==> src/rtl/instr_mem_loader.sv <==
// instr_mem_loader: encodes symbolic instruction descriptors into MIPS words and writes them
// sequentially into instruction memory from word 0 while holding the core.
// Latency: a write appears one cycle after each handshake; throughput is one word per 2 cycles.
// Backpressure: in_ready is high only in LOAD; optional checksum port enabled by LOADER_CHECKSUM_EN.
module instr_mem_loader #(
  parameter int ADDR_W = 8,
  parameter int DEPTH  = 256
) (
  input  logic              clk,
  input  logic              rst,
  input  logic              start,
  input  logic              in_valid,
  output logic              in_ready,
  input  logic [3:0]        in_op,
  input  logic [4:0]        in_rs,
  input  logic [4:0]        in_rt,
  input  logic [4:0]        in_rd,
  input  logic [15:0]       in_imm,
  input  logic [25:0]       in_target,
  input  logic              in_last,
  output logic              mem_we,
  output logic [ADDR_W-1:0] mem_addr,
  output logic [31:0]       mem_wdata,
  output logic              cpu_hold,
  output logic              busy,
  output logic              done,
  output logic              illegal_err,
`ifdef LOADER_CHECKSUM_EN
  output logic [31:0]       checksum,
`endif
  output logic              ovf_err
);

  typedef enum logic [1:0] {
    ST_IDLE  = 2'd0,
    ST_LOAD  = 2'd1,
    ST_WRITE = 2'd2,
    ST_DONE  = 2'd3
  } state_t;

  localparam logic [3:0] OP_ADD  = 4'd0;
  localparam logic [3:0] OP_SUB  = 4'd1;
  localparam logic [3:0] OP_AND  = 4'd2;
  localparam logic [3:0] OP_OR   = 4'd3;
  localparam logic [3:0] OP_SLT  = 4'd4;
  localparam logic [3:0] OP_ADDI = 4'd5;
  localparam logic [3:0] OP_SLTI = 4'd6;
  localparam logic [3:0] OP_LW   = 4'd7;
  localparam logic [3:0] OP_SW   = 4'd8;
  localparam logic [3:0] OP_BEQ  = 4'd9;
  localparam logic [3:0] OP_J    = 4'd10;
  localparam logic [3:0] OP_JAL  = 4'd11;
  localparam logic [3:0] OP_JR   = 4'd12;

  // Address of the final writable word; a write here without last ends the load as overflow.
  localparam logic [ADDR_W-1:0] LAST_ADDR = ADDR_W'(DEPTH - 1);

  state_t            state;
  logic [ADDR_W-1:0] ptr;
  logic              last_q;
  logic              enc_legal;
  logic [31:0]       enc_word;

  // Encode the presented descriptor; ops 13-15 are flagged illegal and never written.
  always_comb begin
    enc_legal = 1'b1;
    enc_word  = 32'h0;
    case (in_op)
      OP_ADD:  enc_word = {6'b000000, in_rs, in_rt, in_rd, 5'b00000, 6'b100000};
      OP_SUB:  enc_word = {6'b000000, in_rs, in_rt, in_rd, 5'b00000, 6'b100010};
      OP_AND:  enc_word = {6'b000000, in_rs, in_rt, in_rd, 5'b00000, 6'b100100};
      OP_OR:   enc_word = {6'b000000, in_rs, in_rt, in_rd, 5'b00000, 6'b100101};
      OP_SLT:  enc_word = {6'b000000, in_rs, in_rt, in_rd, 5'b00000, 6'b101010};
      OP_JR:   enc_word = {6'b000000, in_rs, 5'b00000, 5'b00000, 5'b00000, 6'b001000};
      OP_ADDI: enc_word = {6'b001000, in_rs, in_rt, in_imm};
      OP_SLTI: enc_word = {6'b001010, in_rs, in_rt, in_imm};
      OP_LW:   enc_word = {6'b100011, in_rs, in_rt, in_imm};
      OP_SW:   enc_word = {6'b101011, in_rs, in_rt, in_imm};
      OP_BEQ:  enc_word = {6'b000100, in_rs, in_rt, in_imm};
      OP_J:    enc_word = {6'b000010, in_target};
      OP_JAL:  enc_word = {6'b000011, in_target};
      default: enc_legal = 1'b0;
    endcase
  end

  // Load sequencer; every output is a register updated alongside the state transition.
  always_ff @(posedge clk) begin
    if (rst) begin
      state       <= ST_IDLE;
      ptr         <= '0;
      last_q      <= 1'b0;
      in_ready    <= 1'b0;
      mem_we      <= 1'b0;
      mem_addr    <= '0;
      mem_wdata   <= 32'h0;
      cpu_hold    <= 1'b0;
      busy        <= 1'b0;
      done        <= 1'b0;
      illegal_err <= 1'b0;
      ovf_err     <= 1'b0;
`ifdef LOADER_CHECKSUM_EN
      checksum    <= 32'h0;
`endif
    end else begin
      case (state)
        ST_IDLE: begin
          if (start) begin
            state       <= ST_LOAD;
            ptr         <= '0;
            illegal_err <= 1'b0;
            ovf_err     <= 1'b0;
            cpu_hold    <= 1'b1;
            busy        <= 1'b1;
            in_ready    <= 1'b1;
`ifdef LOADER_CHECKSUM_EN
            checksum    <= 32'h0;
`endif
          end
        end
        ST_LOAD: begin
          if (in_valid) begin
            if (enc_legal) begin
              mem_wdata <= enc_word;
              mem_addr  <= ptr;
              last_q    <= in_last;
              mem_we    <= 1'b1;
              in_ready  <= 1'b0;
              state     <= ST_WRITE;
            end else begin
              illegal_err <= 1'b1;
              if (in_last) begin
                in_ready <= 1'b0;
                done     <= 1'b1;
                state    <= ST_DONE;
              end
            end
          end
        end
        ST_WRITE: begin
          mem_we <= 1'b0;
          ptr    <= ptr + 1'b1;
`ifdef LOADER_CHECKSUM_EN
          checksum <= checksum ^ mem_wdata;
`endif
          if (last_q || (ptr == LAST_ADDR)) begin
            done  <= 1'b1;
            state <= ST_DONE;
            if (!last_q) begin
              ovf_err <= 1'b1;
            end
          end else begin
            in_ready <= 1'b1;
            state    <= ST_LOAD;
          end
        end
        default: begin
          done     <= 1'b0;
          cpu_hold <= 1'b0;
          busy     <= 1'b0;
          state    <= ST_IDLE;
        end
      endcase
    end
  end

endmodule

==> config.mk <==
export PLATFORM = sky130hd
export DESIGN_NAME = instr_mem_loader
export DESIGN_NICKNAME = d
export VERILOG_FILES = /design/src/rtl/instr_mem_loader.sv
export SDC_FILE = /design/constraint.sdc
export NUM_CORES = 1
export LEC_CHECK = 0
export BUFFER_PORTS_ARGS = -buffer_cell sky130_fd_sc_hd__buf_4
export CAP_MARGIN = 30
export CORE_ASPECT_RATIO = 0.6
export CORE_MARGIN = 4
export CORE_UTILIZATION = 44
export DETAILED_ROUTE_END_ITERATION = 6
export PLACE_DENSITY = 0.82
export SLEW_MARGIN = 0
export SYNTH_ARGS = -nofsm -noshare
export SYNTH_HDL_FRONTEND = slang
export SYNTH_SLANG_ARGS = --single-unit
==> constraint.sdc <==
create_clock -name clk -period 1.64 [get_ports clk]
set_input_delay 0.164 -clock clk [delete_from_list [all_inputs] [get_ports clk]]
set_output_delay 0.164 -clock clk [all_outputs]
set_load 0.01 [all_outputs]
== After elaboration in Yosys (flattened, before gate mapping) ==
Cells that the tools add are included.
Widths: inputs -> output; s select.

* Register bits after elaboration: 57
* Latch bits: 0
* Memory bits (writable): 0
* ROM bits: 0
* Word-level logic and storage cells: 88
* Memories: 0

* Add/sub/neg operators: 1
* Multipliers: 0
* Divide/modulo/power cells: 0
* Magnitude comparators: 0
* Equality and inequality tests: 24
* Shift operators: 0
* Multiplexer cells: 32
* Bitwise operators: 2
* Reductions and logical operators: 18

{| class="wikitable"
|+ Operator list
! kind !! number
|-
| $pmux 32 s13 || 1
|-
| $eq 4x4->1 const B || 5
|-
| $mux 1 || 17
|-
| $eq 4x3->1 const B || 4
|-
| $ne 2x2->1 const B || 8
|-
| $pmux 8 s2 || 1
|-
| $reduce_or 13->1 || 1
|-
| $mux 2 || 5
|-
| $reduce_and 5->1 || 2
|-
| $reduce_and 3->1 || 3
|-
| $add 8x1->8 const B || 1
|-
| $eq 4x2->1 const B || 2
|-
| $eq 8x8->1 const B || 1
|-
| $mux 8 || 1
|-
| $pmux 1 s2 || 4
|-
| $reduce_and 4->1 || 2
|-
| $pmux 1 s3 || 2
|-
| $pmux 2 s3 || 1
|-
| $reduce_bool 2->1 || 3
|-
| $eq 4x1->1 const B || 1
|-
| $logic_not 4->1 || 1
|-
| $reduce_and 2->1 || 2
|-
| $ne 3x3->1 const B || 1
|-
| $reduce_bool 3->1 || 1
|-
| 6 further kinds || 7
|}

== Longest topological paths before layout ==
* Depth in word-level cells: 6
* Gate-level depth with buffers: 8
* Mapped depth without buffers: 6

== Worst setup path after synthesis ==
No wires, ideal clock.

* Path type: reg2reg
* Start: reg state[0]
* End: reg in_ready
* Data arrival time: 1.594 ns
* Data required time: 1.517 ns
* Setup slack: -0.077 ns
* Stages on the path, launching flop included: 7
* Path buffers: 0
* Clock period less this slack: 1.717 ns
* Cell sequence: dfxtp_1 -> inv_1 -> ha_1 -> nand2b_1 -> o221ai_1 -> a211oi_1 -> mux2_1

* Word-level cells in the longest chain between the ends: 3

{| class="wikitable"
|+ Ends and longest elaborated chain
! element !! RTL line !! source
|-
| from (decl) || 58 || <nowiki>state_t state;</nowiki>
|-
| from (signal assigned) || 89 || <nowiki>state <= ST_IDLE;</nowiki>
|-
| from (signal assigned) || 108 || <nowiki>state <= ST_LOAD;</nowiki>
|-
| from (signal assigned) || 128 || <nowiki>state <= ST_WRITE;</nowiki>
|-
| $eq 2x1->1 (tied with other cells) || 105 || <nowiki>case (state)</nowiki>
|-
| $ne 3x3->1 (no line) (tied with other cells) || -- ||
|-
| $reduce_and 5->1 (no line) || -- ||
|-
| to (signal assigned) || 114 || <nowiki>in_ready <= 1'b1;</nowiki>
|-
| to (signal assigned) || 127 || <nowiki>in_ready <= 1'b0;</nowiki>
|-
| to (signal assigned) || 132 || <nowiki>in_ready <= 1'b0;</nowiki>
|-
| to (decl) || 13 || <nowiki>output logic in_ready,</nowiki>
|}

Several ways; a longest one is shown, not always the timed one.
A chain may end at the register's enable or synchronous reset.

== Final worst setup path ==
* Start: reg state[1]
* End: reg in_ready

The elaborated chain is that of the path after synthesis.

==> flow_metrics.tcl <==
set metrics [dict create \
    die-height_microns 70.8 \
    clock_sinks 56 \
    arrival_ns 1.77 \
    finalClockSkew_ns 0.00626 \
    first_iter_violations 308 \
    overflow 0 \
    ys_ff_latch 56 \
    place_area_sq_mm 0.00387 \
    grt_max_degree 53 \
    portBuffers 111 \
    synthDistinctLibCells 43 \
    final_common_cell "buf_4" \
    status "finished clean" \
    min_period_ns 1.56 \
    boundaryPins 113 \
    clk_latency_ns 0.32 \
    fin_ws_ns 0.0803 \
    nets 539 \
    antenna_found_initial 0 \
    gp_congestion 0.949 \
    cap_violations 0 \
    cts_tree "yes" \
    drc_errors 0 \
    final_layout_size_suffix_gt1_share_pct 35.6 \
    grt.total_usage_pct 21.0 \
    hpwl_microns 6480 \
    antenna_cells 0 \
    ir_worst_vdd_v 0.000764 \
    h-tree-depth 2 \
    layout_common_cells "buf_4 (134), dfxtp_1 (54), nor2_1 (39)" \
    maxSlewViolCount 0 \
    startpoint_type "flip-flop" \
    grt_pass1_vias 2821 \
    fillers 539 \
    cp-end-kind "flip-flop" \
    cts_root_buf "clkbuf_8" \
    clockBufferDepth 2 \
    p_per_area_mw_per_mm2 1110 \
    routed_wl_microns 9120 \
    start_util_pct 46.3 \
    synth_fp_nets 428 \
    hp-class "input pin to flip-flop" \
    ant_nets 0 \
    critPathKind "flip-flop to flip-flop" \
    cts-buffers-inserted 5 \
    synth_edf_count 0 \
    rows 22 \
    syn-cell-area_sq_mm 0.00289 \
    cp.required_ns 1.85 \
    layoutNonFillerInstCount 553 \
    coreArea_sq_mm 0.00625 \
    synth-main-ff-cell "dfxtp_1" \
    finalSetupViolCount 0 \
    ys.warnings.count 0 \
    fp.dieArea_sq_mm 0.00798 \
    post-route-util_pct 65.0 \
    clkTransAtPathRegs_ns 0.10 \
    fin_tns_setup_ns 0 \
    drtPass1Iterations 5 \
    dpl_worst_slack_ns -0.0764 \
    area_growth_pct 40.4 \
    worstPathMaxFanout 7 \
    dpl.cell_count 543 \
    finalHoldViolCount 0 \
    yosysSeqAreaShare_pct 38.8 \
    stdcell_area_sq_mm 0.00406 \
    syn-instance-count 357 \
    die_w_microns 113 \
    fmax_ghz 0.641 \
    vias_per_cell 5.69 \
    vias 3145 \
    p_leak_uw 0.00165 \
    avgSynthCellArea_sq_um 8.10 \
    fin_crit_sh_pct 95.1 \
    avgRoutedWirePerCell_microns 16.5 \
    async_flop_share_pct 0 \
    grt_pass1_wl_microns 13900 \
]
==> worst paths after layout <==
path | from | endpoint | slack [ns] | cells after the start
worst max-delay path | state[1] | in_ready | 0.08 | 6
worst min-delay path | in_last | last_q | 0.12 | 3
worst max register to register | state[1] | in_ready | 0.08 | 6
worst min register to register | mem_addr[4] | mem_addr[4] | 0.46 | 2
==> critical path, stage by stage (launching register included) <==
cell,delay (ns)
dfxtp_2,0.36
inv_2,0.08
ha_4,0.20
inv_2,0.09
o221ai_4,0.14
a211oi_2,0.25
mux2_1,0.34
==> cells by family after synthesis <==
| logic type | synth area share [%] |
|---|---|
| AO/OA/AOI/OAI | 25.6 |
| XOR/XNOR | 1.51 |
| adder cells (fa/ha/maj) | 2.16 |
| buffers and inverters | 7.27 |
| flip-flops | 38.8 |
| multiplexers | 2.25 |
| other | 0.130 |
| AND/OR/NAND/NOR | 22.3 |
==> stage by stage <==
stage          hold slack (ns)  total power (uW)
6_report                 0.121              4530
2_1_floorplan            0.300              2750
3_3_place_gp             0.433              3490
5_1_grt                  0.121              4810
3_5_place_dp             0.448              3530
4_1_cts                  0.112              4320
==> synth_stat cells, types with 5 or more instances <==
cell type / instances / area (sq um)
clkbuf_1: 11 / 41.3
a221oi_1: 8 / 70.1
a21oi_1: 38 / 190
ha_1: 5 / 62.6
nor3_1: 10 / 50.1
inv_1: 8 / 30.0
nand2b_1: 18 / 113
a211oi_1: 29 / 218
a32o_1: 5 / 50.1
nand3_1: 19 / 95.1
o21ai_0: 5 / 25.0
nor2_1: 39 / 146
nor2b_1: 5 / 31.3
buf_4: 5 / 37.5
buf_2: 14 / 70.1
a32oi_1: 7 / 61.3
dfxtp_1: 56 / 1120
nand2_1: 31 / 116
xnor2_1: 5 / 43.8
==> layer usage <==
metal,track usage (%),share of wire [%],vias to the layer above
met5,0,0,-
met3,5.13,9.3,11
met2,31.2,43,150
met4,4.53,1.1,0
met1,30.9,46,1477
li1,-,-,1507
==> where the power goes <==
group,leakage [uW],switching [uW],internal [uW]
Sequential,0.000455,140,1580
Clock,0.0000485,465,307
Combinational,0.00114,1040,998
Total,0.00165,1650,2880
==> area by class of cell <==
class	instances	area [sq um]	share of cell area (%)
repair buffers	137	1070	26.4
inverters	9	33.8	0.832
flip-flops and latches	56	1120	27.7
multi-input cells	259	1640	40.3
well taps	84	105	2.59
clock buffers	5	68.8	1.69
clock inverters	3	22.5	0.554
==> flip-flops by register name (all words and copies together), names as in the netlist, 2 cells and up <==
register / flops
mem_addr: 8
ptr: 8
state: 2
mem_wdata: 31
==> timing repair <==
item | 4_1_cts | 5_1_grt
resized for setup | 2 | 14
setup endpoints to repair | 2 | 39
cloned | 0 | 1
buffers inserted | 0 | 1
pin swaps | 0 | 1
hold buffers | 0 | 0
Power figures use the tool's default switching activity.
